<file path="src/rtl/hilo_mdu_ctrl_if.sv">
// HI/LO sequencer request/result bundle between the core pipeline and hilo_mdu_ctrl.
// Latency: none, wires only.
// Backpressure: the core must hold off new iterative requests while busy is high.
interface hilo_mdu_ctrl_if #(
    parameter int WIDTH = 32
);
    logic             start;
    logic [1:0]       op;
    logic [WIDTH-1:0] rs_val;
    logic [WIDTH-1:0] rt_val;
    logic             busy;
    logic             done;
    logic [WIDTH-1:0] hi;
    logic [WIDTH-1:0] lo;

    modport master (
        output start, op, rs_val, rt_val,
        input  busy, done, hi, lo
    );

    modport slave (
        input  start, op, rs_val, rt_val,
        output busy, done, hi, lo
    );
endinterface

</file>
<file path="src/rtl/hilo_mdu_ctrl.sv">
// HI/LO sequencer: MTHI/MTLO in one edge, MULTU/DIVU over WIDTH shift iterations.
// Latency: MTHI/MTLO visible after the start edge; MULTU/DIVU commit with done after WIDTH+1 edges.
// Backpressure: none queued; start is dropped unless IDLE, the core stalls on busy.
module hilo_mdu_ctrl #(
    parameter int WIDTH = 32,
    parameter int CNT_W = 6
) (
    input  logic           clk,
    input  logic           arst,
    hilo_mdu_ctrl_if.slave bus
);

    localparam logic [1:0] OP_MULTU = 2'b00;
    localparam logic [1:0] OP_DIVU  = 2'b01;
    localparam logic [1:0] OP_MTHI  = 2'b10;
    localparam logic [1:0] OP_MTLO  = 2'b11;

    localparam logic [CNT_W-1:0] LAST_ITER = CNT_W'(WIDTH - 1);

    typedef enum logic [1:0] {
        IDLE = 2'd0,
        RUN  = 2'd1,
        DONE = 2'd2
    } state_t;

    state_t             state_q, state_n;
    logic               is_div_q, is_div_n;
    logic [WIDTH-1:0]   opnd_q, opnd_n;   // multiplicand for MULTU, divisor for DIVU
    logic [WIDTH-1:0]   acc_q, acc_n;     // product high half / partial remainder
    logic [WIDTH-1:0]   sh_q, sh_n;       // multiplier shifting out / dividend shifting into quotient
    logic [CNT_W-1:0]   cnt_q, cnt_n;
    logic [WIDTH-1:0]   hi_q, hi_n;
    logic [WIDTH-1:0]   lo_q, lo_n;
    logic               busy_q, busy_n;
    logic               done_q, done_n;

    logic [WIDTH:0]     mul_sum;
    logic [WIDTH:0]     div_rem;
    logic [WIDTH:0]     div_trial;
    logic [WIDTH-1:0]   iter_acc;
    logic [WIDTH-1:0]   iter_sh;

    always_ff @(posedge clk or negedge arst) begin
        if (!arst) begin
            state_q  <= IDLE;
            is_div_q <= 1'b0;
            opnd_q   <= '0;
            acc_q    <= '0;
            sh_q     <= '0;
            cnt_q    <= '0;
            hi_q     <= '0;
            lo_q     <= '0;
            busy_q   <= 1'b0;
            done_q   <= 1'b0;
        end else begin
            state_q  <= state_n;
            is_div_q <= is_div_n;
            opnd_q   <= opnd_n;
            acc_q    <= acc_n;
            sh_q     <= sh_n;
            cnt_q    <= cnt_n;
            hi_q     <= hi_n;
            lo_q     <= lo_n;
            busy_q   <= busy_n;
            done_q   <= done_n;
        end
    end

    // One iteration of either algorithm; both leave the high half in acc and the low half in sh,
    // so commit is the same wiring for MULTU and DIVU.
    always_comb begin
        mul_sum   = {1'b0, acc_q} + (sh_q[0] ? {1'b0, opnd_q} : '0);
        div_rem   = {acc_q, sh_q[WIDTH-1]};
        div_trial = div_rem - {1'b0, opnd_q};
        if (is_div_q) begin
            iter_acc = div_trial[WIDTH] ? div_rem[WIDTH-1:0] : div_trial[WIDTH-1:0];
            iter_sh  = {sh_q[WIDTH-2:0], ~div_trial[WIDTH]};
        end else begin
            iter_acc = mul_sum[WIDTH:1];
            iter_sh  = {mul_sum[0], sh_q[WIDTH-1:1]};
        end
    end

    always_comb begin
        state_n  = state_q;
        is_div_n = is_div_q;
        opnd_n   = opnd_q;
        acc_n    = acc_q;
        sh_n     = sh_q;
        cnt_n    = cnt_q;
        hi_n     = hi_q;
        lo_n     = lo_q;
        busy_n   = 1'b0;
        done_n   = 1'b0;

        unique case (state_q)
            IDLE: begin
                if (bus.start) begin
                    unique case (bus.op)
                        OP_MTHI: hi_n = bus.rs_val;
                        OP_MTLO: lo_n = bus.rs_val;
                        OP_MULTU: begin
                            is_div_n = 1'b0;
                            opnd_n   = bus.rs_val;
                            sh_n     = bus.rt_val;
                            acc_n    = '0;
                            cnt_n    = '0;
                            busy_n   = 1'b1;
                            state_n  = RUN;
                        end
                        OP_DIVU: begin
                            is_div_n = 1'b1;
                            opnd_n   = bus.rt_val;
                            sh_n     = bus.rs_val;
                            acc_n    = '0;
                            cnt_n    = '0;
                            busy_n   = 1'b1;
                            state_n  = RUN;
                        end
                        default: ;
                    endcase
                end
            end
            RUN: begin
                acc_n = iter_acc;
                sh_n  = iter_sh;
                cnt_n = cnt_q + 1'b1;
                if (cnt_q == LAST_ITER) begin
                    hi_n    = iter_acc;
                    lo_n    = iter_sh;
                    done_n  = 1'b1;
                    state_n = DONE;
                end else begin
                    busy_n  = 1'b1;
                end
            end
            DONE: state_n = IDLE;
            default: state_n = IDLE;
        endcase
    end

    assign bus.busy = busy_q;
    assign bus.done = done_q;
    assign bus.hi   = hi_q;
    assign bus.lo   = lo_q;

endmodule

</file>
<file path="src/flat_wrapper.sv">
// flat-port wrapper written by rule: the top's interface ports become plain ports
module hilo_mdu_ctrl_flat 
#(
    parameter int WIDTH = 32,
    parameter int CNT_W = 6
)
  (clk, arst, bus_start, bus_op, bus_rs_val, bus_rt_val, bus_busy, bus_done, bus_hi, bus_lo);
  hilo_mdu_ctrl_if #(.WIDTH(WIDTH)) bus_i ();
  input  logic clk;
  input  logic arst;
  input wire logic [$bits(bus_i.start)-1:0] bus_start;
  input wire logic [$bits(bus_i.op)-1:0] bus_op;
  input wire logic [$bits(bus_i.rs_val)-1:0] bus_rs_val;
  input wire logic [$bits(bus_i.rt_val)-1:0] bus_rt_val;
  output wire logic [$bits(bus_i.busy)-1:0] bus_busy;
  output wire logic [$bits(bus_i.done)-1:0] bus_done;
  output wire logic [$bits(bus_i.hi)-1:0] bus_hi;
  output wire logic [$bits(bus_i.lo)-1:0] bus_lo;
  assign bus_i.start = bus_start;
  assign bus_i.op = bus_op;
  assign bus_i.rs_val = bus_rs_val;
  assign bus_i.rt_val = bus_rt_val;
  assign bus_busy = bus_i.busy;
  assign bus_done = bus_i.done;
  assign bus_hi = bus_i.hi;
  assign bus_lo = bus_i.lo;
  hilo_mdu_ctrl #(.WIDTH(WIDTH), .CNT_W(CNT_W)) u_core (.clk(clk), .arst(arst), .bus(bus_i));
endmodule
</file>
<file path="config.mk">
export PLATFORM = sky130hd
export DESIGN_NAME = hilo_mdu_ctrl_flat
export DESIGN_NICKNAME = d
export VERILOG_FILES = /design/src/rtl/hilo_mdu_ctrl_if.sv /design/src/rtl/hilo_mdu_ctrl.sv /design/src/flat_wrapper.sv
export SDC_FILE = /design/constraint.sdc
export NUM_CORES = 1
export LEC_CHECK = 0
export ABC_CLOCK_PERIOD_IN_PS = 8300
export CORE_ASPECT_RATIO = 1.1
export CORE_MARGIN = 5
export CORE_UTILIZATION = 54
export CTS_CLUSTER_DIAMETER = 50
export DETAILED_ROUTE_END_ITERATION = 16
export MAX_ROUTING_LAYER = met4
export PLACE_DENSITY = 0.77
export RECOVER_POWER = 100
export SLEW_MARGIN = 20
export SYNTH_ARGS = -nofsm -noshare
export SYNTH_HDL_FRONTEND = slang
export SYNTH_SLANG_ARGS = --single-unit
</file>
<file path="constraint.sdc">
create_clock -name clk -period 8.3 [get_ports clk]
set_input_delay 0.83 -clock clk [delete_from_list [all_inputs] [get_ports clk]]
set_output_delay 0.83 -clock clk [all_outputs]
set_load 0.03 [all_outputs]
</file>
=== Yosys cells after proc, flatten, opt, wreduce, memory -nomap -nowiden ===
Cells that the tools add are included.

* Memories: 0
* Latch bits: 0
* Bits in read-only memories: 0
* Output and inout bits: 66
* Input bits: 69
* Logic and storage cells: 69
* Bits in writable memories: 0
* Flip-flop bits (word level): 171

* Div/mod/pow operators: 0
* Order comparisons: 0
* Shifts and indexed selects: 0
* Reductions and logical operators: 11
* $add $sub $neg: 3
* Mux-type cells: 33
* Multipliers: 0
* Bitwise gates (word level): 1
* Equal/unequal tests: 11

{| class="wikitable"
|+ Operators with widths
! operator !! count
|-
| $mux 32 || 13
|-
| $pmux 32 s2 || 6
|-
| $add 32x33->33 || 1
|-
| $sub 33x32->33 || 1
|-
| $mux 6 || 2
|-
| $pmux 6 s2 || 1
|-
| $reduce_and 3->1 || 4
|-
| $ne 2x2->1 const B || 4
|-
| $reduce_and 4->1 || 2
|-
| $add 6x1->6 const B || 1
|-
| $eq 6x5->1 const B || 1
|-
| $mux 2 || 3
|-
| $mux 1 || 5
|-
| $eq 2x1->1 const B || 2
|-
| $eq 2x2->1 const B || 2
|-
| $logic_not 2->1 || 2
|-
| $pmux 1 s2 || 2
|-
| $pmux 2 s2 || 1
|-
| $reduce_bool 2->1 || 2
|-
| $ne 3x3->1 const B || 1
|-
| $ne 2x1->1 const B || 1
|-
| $reduce_or 2->1 || 1
|-
| $not 1->1 || 1
|}

=== Depth between registers and ports, before layout ===
Gate-level depths: netlist of run 1.

* Depth in word-level cells: 5
* Depth in mapped cells: 14
* Depth with buffers taken out: 12

=== Worst setup path after synthesis of run 1 ===
OpenSTA, ideal clock, no wires.

* Path type: register to register
* From: register u_core.sh_q[0]
* To: register u_core.hi_q[27], in the netlist u_core.bus.hi[27]
* Slack: 5.134 ns
* Library setup time: 0.104 ns
* Arrival time: 3.062 ns
* Clock period less this slack: 3.166 ns
* Data required time: 8.196 ns
* Cell stages (with the launch flop): 14
* Cell sequence: dfrtp_1 > clkbuf_1 > and2_1 > ha_1 > fa_1 > a21o_1 > nand4_1 > a21oi_1 > o31ai_1 > a211oi_1 > a211oi_1 > mux2i_1 > o221ai_1 > a221oi_1

* Cells in the longest elaborated chain, start to end: 5

{| class="wikitable"
|+ RTL lines
! what !! line !! RTL
|-
| start, declared || hilo_mdu_ctrl.sv:30 || <nowiki>logic [WIDTH-1:0] sh_q, sh_n;</nowiki>
|-
| start signal, assigned || hilo_mdu_ctrl.sv:60 || <nowiki>sh_q <= sh_n;</nowiki>
|-
| $mux 32 || hilo_mdu_ctrl.sv:72 || <nowiki>mul_sum = {1'b0, acc_q} + (sh_q[0] ? {1'b0, opnd_q} : '0);</nowiki>
|-
| $add 32x33->33 || hilo_mdu_ctrl.sv:72 ||
|-
| $mux 32 || hilo_mdu_ctrl.sv:75 || <nowiki>if (is_div_q) begin</nowiki>
|-
| $mux 32 || hilo_mdu_ctrl.sv:128 || <nowiki>if (cnt_q == LAST_ITER) begin</nowiki>
|-
| $pmux 32 s2 || hilo_mdu_ctrl.sv:96 || <nowiki>unique case (state_q)</nowiki>
|-
| end signal, assigned || hilo_mdu_ctrl.sv:62 || <nowiki>hi_q <= hi_n;</nowiki>
|-
| end, declared || hilo_mdu_ctrl.sv:32 || <nowiki>logic [WIDTH-1:0] hi_q, hi_n;</nowiki>
|}

Every way passes these cells. The select of a mux whose other input is x is not followed.
A chain may end at the register's enable or synchronous reset.

=== Final worst setup path of run 1 ===
* From: register u_core.acc_q[19]
* To: register u_core.hi_q[10], in the netlist u_core.bus.hi[10]

* Cells in the longest elaborated chain, start to end: 5

{| class="wikitable"
|+ RTL lines
! what !! line !! RTL
|-
| start, declared || hilo_mdu_ctrl.sv:29 || <nowiki>logic [WIDTH-1:0] acc_q, acc_n;</nowiki>
|-
| start signal, assigned || hilo_mdu_ctrl.sv:59 || <nowiki>acc_q <= acc_n;</nowiki>
|-
| $sub 33x32->33 || hilo_mdu_ctrl.sv:74 || <nowiki>div_trial = div_rem - {1'b0, opnd_q};</nowiki>
|-
| $mux 32 || hilo_mdu_ctrl.sv:76 || <nowiki>iter_acc = div_trial[WIDTH] ? div_rem[WIDTH-1:0] : div_trial[WIDTH-1:0];</nowiki>
|-
| $mux 32 || hilo_mdu_ctrl.sv:75 ||
|-
| $mux 32 || hilo_mdu_ctrl.sv:128 ||
|-
| $pmux 32 s2 || hilo_mdu_ctrl.sv:96 ||
|}

Every way passes these cells. The select of a mux whose other input is x is not followed.

==> impl_results.md, run 1 <==
* HP Class: reg2reg
* Setup tns final at 0 ns
* Crit-path max cell delay at 1.55 ns
* Total of max-cap violations at 7
* Synth Warn # at 0
* Core area at 22,900 um2
* Worst Path Required at 8.59 ns
* Initial core utilization at between 50 and 60%
* Largest net degree at the start of global routing at 113
* CP endpoint kind: flop
* Pwr Density at 446 nW/um2
* Area delta synth->final at 15.6%
* Startpoint Class: flop
* Min Hold Slack at 0.482 ns
* Failing checks: capacitance limit, slew limit
* Worst VDD drop at 0.231 mV
* Max Clock Skew at 0.0154 ns
* First-pass GRT wire length at roughly 67 mm
* Post-CTS Setup Inserts at 0
* RSZ-0062 raised after global routing: false
* Status: finished, violations left
* Maximum clock rate at 175 MHz
* WL final at 43.4 mm
* Initial antenna violation count at 0
* Non-Filler Instances at about 1,900
* Total I/O pin count at 135
* Crit-path max FO at 33
* Library cells used by synthesis at 82
* Final Util at between 60% and 70%
* Cell count after synthesis at 1,488
* Vias in the first global route at approximately 11,000
* Top delay family on crit path: simple AND/OR/NAND/NOR gates
* Register area share after synthesis at 34.1%
* WP data arrival at 6.02 ns
* Post-cts hold buffer count at 0
* Antenna cells at 0
* Pre-Repair DR Iteration Count at 6
* Routed vias at 11,997
* Synth Area per Inst at 8.43 um2
* Lkg Pwr at 0.00649 uW
* CTS tree: built
* Top FF cell, synth: dfrtp_1
* Worst path buffer plus inverter count at 1
* Largest area contributor in the netlist: dfrtp_1
* Synth Register Bits at 171
* Final setup viols at 0
* Die X at around 160 um
* Clock tree buffer depth at 2
* Yosys top cell area share at 34.1%
* Layout cells sized above 1 at 4.77%
* Reg clk slew, reported paths at 0.08 ns
* Remaining Overflow, GRT at 0
* Vias per inst at roughly 6.4
* Post-cts sizing count at 0
* # placed instances at 1,840
* Worst-margin pin slew at 4.32 ns
* Critical-path top delay cell: clkbuf_1
* Commonest cells after routing, fill and taps aside: 175 x nand2_1, 170 x dfrtp_1, 158 x o21ai_0, 113 x a21oi_1, 112 x nor2_1
* Rel. slew slack at -188%
* Cells along the critical path: ha_1, nand4_1, nor2_1, or4b_1, a211oi_1, nor3_1, nor2_1, clkbuf_1, mux2_1, a211oi_1, nor3_1
* Tcrit/Tclk final at 69.0%
* Clk_lat worst skew at 0.44 ns
* DR iter-0 viols at ~1,300
* Mapped Area at 12,500 um2
* TritonCTS Buffers at 17
* Fin crit period at about 5.7 ns
* Routed Antenna Nets at 0
* Die area at 26,400 um2
* Dpl hpwl at 32.2 mm
* GPL Wtd Cong at slightly below 1
* Crit Path Category: reg2reg
* Endpoints failing hold at 0
* Row cnt at 58
* GRT Overall Usage at between 30 and 40%
* WL per Instance at around 23 um
* # DRC at 0
* Number of synthesized flops with an enable pin at 0
* Root Driver: clkbuf_16
* Most common cell after layout, fill and taps aside: nand2_1
* H-tree level count at 4
* NumNets Final at 1,695
* Syn nets at 1,624
* FFs w/ async S/R, synth at 100%
* Port Buffers at 134
* Die height at 170 um
* Synth area leaders: dfrtp_1 34%, ha_1 6.5%, o21ai_0 6.2%, mux2i_1 5.3%, nand2_1 5.2%
* Max Slew Vio Count at 375
* Total clock sinks at 171
Yosys cell counts (all sizes together) (13+ instances only):
cell,number
nand2,175
dfrtp,171
o21ai,166
a21oi,117
nor2,113
clkbuf,71
mux2i,67
ha,65
inv,42
a21o,41
and2,36
nand3,32
o221ai,32
xnor2,28
buf,24
mux2,24
nor3,24
xor2,24
a31oi,21
o211ai,21
a211oi,18
nand4,16
a221o,14
nor2b,13
state kept, by name (all words and copies together) (netlist names), 2 cells and up:
register	flops
u_core.cnt_q	6
u_core.opnd_q	32
u_core.bus.hi	32
u_core.acc_q	32
u_core.sh_q	32
u_core.bus.lo	32
u_core.state_q	2
through the flow:
stage	worst slack [ns]	instance area (um2)	power [uW]
floorplan	5.13	12500	4430
global placement	4.13	14000	5620
detailed placement	4.05	14000	5660
CTS	3.97	14600	6510
global route	2.17	14500	6920
finish	2.57	14500	6470
where the power goes:
group | switching [uW] | total (uW) | internal [uW]
logic | 2540 | 4110 | 1560
clock network | 398 | 813 | 416
registers | 370 | 1550 | 1180
total | 3310 | 6470 | 3160
routing by layer:
layer | wire length [um] | vias to the layer above | GRT usage (%)
li1 | - | 5590 | -
met1 | 20300 | 5792 | 49.8
met2 | 18600 | 560 | 46.9
met3 | 3660 | 55 | 6.77
met4 | 827 | 0 | 7.69
met5 | 0 | - | -
cell type report:
| cell class | count | area (um2) |
|---|---|---|
| clock buffers | 18 | 439 |
| clock inverters | 14 | 170 |
| fillers | 2024 | 8370 |
| inverters | 43 | 161 |
| multi-input cells | 1179 | 7650 |
| flip-flops and latches | 171 | 4280 |
| well taps | 300 | 375 |
| repair buffers | 147 | 1420 |
final timing paths:
check                                 start           endpoint  slack, ns  depth (start not counted)
setup / recovery           u_core.acc_q[19]  u_core.bus.hi[10]       2.57                         11
hold reg to reg            u_core.bus.lo[6]   u_core.bus.lo[6]       0.48                          1
hold / removal             u_core.bus.lo[6]   u_core.bus.lo[6]       0.48                          1
max in group asynchronous              arst    u_core.is_div_q       3.67                          2
setup reg to reg           u_core.acc_q[19]  u_core.bus.hi[10]       2.57                         11
min in group asynchronous              arst     u_core.sh_q[5]       0.52                          1
logic make-up (layout without fill, tap and decap cells):
group / count (synthesis) / count (layout) / synth area share [%]
xor gates and xnor gates: 52 / 52 / 3.63
muxes: 91 / 91 / 7.62
DFF: 171 / 171 / 34.1
AOI/OAI and AO/OA: 508 / 508 / 26.3
and+or+nand+nor: 461 / 461 / 17.0
buffers and inverters: 138 / 222 / 4.53
adders and majority gates: 67 / 67 / 6.80
(Power assumes the default switching activity.)
==> run 2, diff against run 1 <==
--- a/config.mk
+++ b/config.mk
@@ -5,7 +5,7 @@
 export SDC_FILE = /design/constraint.sdc
 export NUM_CORES = 1
 export LEC_CHECK = 0
-export ABC_CLOCK_PERIOD_IN_PS = 8300
+export ABC_CLOCK_PERIOD_IN_PS = 5980
 export CORE_ASPECT_RATIO = 1.1
 export CORE_MARGIN = 5
 export CORE_UTILIZATION = 54
==> constraint.sdc (replaced) <==
create_clock -name clk -period 5.98 [get_ports clk]
set_input_delay 0.598 -clock clk [delete_from_list [all_inputs] [get_ports clk]]
set_output_delay 0.598 -clock clk [all_outputs]
set_load 0.03 [all_outputs]
==> run 2 against run 1 <==
Net effect: sequential share of layout area about the same; cell area about the same; total power increased by 39%; the run still ends with capacitance limit, slew limit left; via count increased by 0.83%; sequential power increased by 37%; critical path type unchanged; sequential cell count unchanged; non-clock buffer count unchanged; critical endpoint unchanged; global-route usage decreased by 0.38 points; die area unchanged; clock power increased by 34%; fmax increased by 14%; first-iteration DRC count decreased by 4.5%.
==> impl_results.md, run 2 (synthesis gave the netlist of run 1 again) <==
* Routed vias at 12,096 (was 11,997)
* Multi-input gate area at 7650 um2 (about the same)
* Post-cts sizing count at 0 (unchanged)
* Setup slack at placement at 1.85 ns (was 4.05 ns)
* Crit Path Category: reg2reg (unchanged)
* Vias per inst at 6.46 (was 6.41)
* FF-to-FF setup slack at 0.97 ns (was 2.57 ns)
* H-tree level count at 4 (unchanged)
* DR iter-0 viols at 1,287 (was 1,348)
* Largest net degree at the start of global routing at 106 (was 113)
* Root Driver: clkbuf_16 (unchanged)
* Initial core utilization at 54.9% (unchanged)
* Layout fillers at 1,987 (was 2,024)
* Setup crit start: u_core.sh_q[31] (was u_core.acc_q[19])
* RSZ-0062 raised after global routing: false (unchanged)
* Dpl hpwl at 31.4 mm (was 32.2 mm)
* NumNets Final at 1,695 (unchanged)
* First-pass GRT wire length at 66.9 mm (was 67.0 mm)
* Total clock sinks at 171 (unchanged)
* Pre-Repair DR Iteration Count at 5 (was 6)
* Status: finished, violations left (unchanged)
* Area delta synth->final at 15.7% (was 15.6%)
* Initial antenna violation count at 0 (unchanged)
* WL final at 42.5 mm (was 43.4 mm)
* Total of max-cap violations at 5 (was 7)
* Rel. slew slack at -88.2% (was -188%)
* Tcrit/Tclk final at 83.8% (was 69.0%)
* Worst-margin pin slew at 2.82 ns (was 4.32 ns)
* Die area at 26,400 um2 (unchanged)
* Most common cell after layout, fill and taps aside: nand2_1 (unchanged)
* Post-cts hold buffer count at 0 (unchanged)
* Commonest cells after routing, fill and taps aside: 175 x nand2_1, 170 x dfrtp_1, 158 x o21ai_0, 113 x a21oi_1, 111 x nor2_1 (was 175 x nand2_1, 170 x dfrtp_1, 158 x o21ai_0, 113 x a21oi_1, 112 x nor2_1)
* Post-CTS Setup Inserts at 0 (unchanged)
* Max Slew Vio Count at 195 (was 375)
* Min Hold Slack at 0.211 ns (was 0.482 ns)
* Vias in the first global route at 11,551 (was 11,477)
* Clock tree buffer depth at 2 (unchanged)
* Remaining Overflow, GRT at 0 (unchanged)
* Register area at 4280 um2 (unchanged)
* CTS tree: built (unchanged)
* Port Buffers at 134 (unchanged)
* Lkg Pwr at 0.00650 uW (was 0.00649 uW)
* Setup tns final at 0 ns (unchanged)
* Startpoint Class: flop (unchanged)
* Crit-path max cell delay at 1.26 ns (was 1.55 ns)
* Die height at 170 um (unchanged)
* TritonCTS Buffers at 17 (unchanged)
* Die X at 155 um (unchanged)
* Failing checks: capacitance limit, slew limit (unchanged)
* Core area at 22,900 um2 (unchanged)
* WP data arrival at 5.31 ns (was 6.02 ns)
* Cells along the critical path: inv_1, ha_1, fa_1, nand2b_1, a21oi_1, o21ai_0, a211oi_1, nor3_1, nor2_1, buf_16, mux2_1, a211oi_1, nor3_1 (was ha_1, nand4_1, nor2_1, or4b_1, a211oi_1, nor3_1, nor2_1, clkbuf_1, mux2_1, a211oi_1, nor3_1)
* CP endpoint kind: flop (unchanged)
* Worst VDD drop at 0.277 mV (was 0.231 mV)
* Crit-path max FO at 21 (was 33)
* Antenna cells at 0 (unchanged)
* Worst Path Required at 6.28 ns (was 8.59 ns)
* GRT Overall Usage at 33.0% (was 33.4%)
* Maximum clock rate at 200 MHz (was 175 MHz)
* Total I/O pin count at 135 (unchanged)
* Final setup viols at 0 (unchanged)
* Reg2reg start: u_core.sh_q[31] (was u_core.acc_q[19])
* Endpoints failing hold at 0 (unchanged)
* Routed Antenna Nets at 0 (unchanged)
* R2r worst-path depth at 13 (was 11)
* Reg clk slew, reported paths at 0.08 ns (about the same)
* Fin crit period at 5.01 ns (was 5.73 ns)
* Clk_lat worst skew at 0.44 ns (about the same)
* Max Clock Skew at 0.0163 ns (was 0.0154 ns)
* GPL Wtd Cong at 1.02 (was 0.987)
* # DRC at 0 (unchanged)
* WL per Instance at 22.7 um (was 23.2 um)
* RR Endpoint: u_core.bus.hi[10] (unchanged)
* Pwr Density at 618 nW/um2 (was 446 nW/um2)
* Row cnt at 58 (unchanged)
* HP Class: in2async (was reg2reg)
* Critical-path top delay cell: nor2_1 (was clkbuf_1)
* Final Worst Setup Slack at 0.968 ns (was 2.57 ns)
* Layout cells sized above 1 at 5.09% (was 4.77%)
==> run 2: cell types whose count changed in the layout (fill, tap and decap cells not counted), sizes merged <==
cell / delta
clkbuf: -6
buf: +5
clkinv: -2
inv: +2
clkdlybuf4s50: -1
dlygate4sd3: +1
==> run 2: worst max-delay path by stage <==
stage	endpoint	slack, ns	cells after the start
floorplan	u_core.bus.hi[27]	2.81	13
global placement	u_core.bus.hi[27]	1.91	12
detailed placement	u_core.bus.hi[27]	1.85	12
CTS	u_core.bus.hi[27]	1.80	12
global route	u_core.bus.hi[10]	0.79	13
finish	u_core.bus.hi[10]	0.97	13
==> run 2: metrics by stage <==
stage               area (um2)  total power [uW]  instances  util, %
floorplan                12500              6150       1488        -
global placement         14000              7760       1838     61.1
detailed placement       14000              7840       1839     61.3
CTS                      14600              8980       1870     63.8
global route             14500              9570       1871     63.5
finish                   14500              8970       1871     63.5
==> run 2: area by class of cell <==
type	instances	share of cell area, %
timing repair buffer	147	10.1
multi-input combinational	1179	52.8
sequential	171	29.5
clock buffer	17	2.93
tap	300	2.59
inverter	43	1.11
clock inverter	14	0.992
==> run 2: report_power, final <==
part / total, uW / internal, uW / leakage (uW) / switching, uW
clock: 1090 / 556 / 0.000283 / 534
sequential: 2120 / 1630 / 0.00208 / 489
combinational: 5750 / 2200 / 0.00414 / 3550
total: 8970 / 4390 / 0.00650 / 4570
==> run 2: layer usage <==
metal	routed length [um]	track usage [%]	vias to the layer above
li1	-	-	5568
met1	19500	50.5	5794
met2	18000	45.7	671
met3	4190	6.33	63
met4	735	6.51	0
met5	0	-	-
==> run 2: worst max-delay path, delay by kind of cell, from the launching register on <==
kind,cells,cell delay (ns)
AO/OA/AOI/OAI,4,1.32
adder cells (fa/ha/maj),2,0.66
buffers and inverters,2,0.38
flip-flops,1,0.41
multiplexers,1,0.36
AND/OR/NAND/NOR,4,1.73
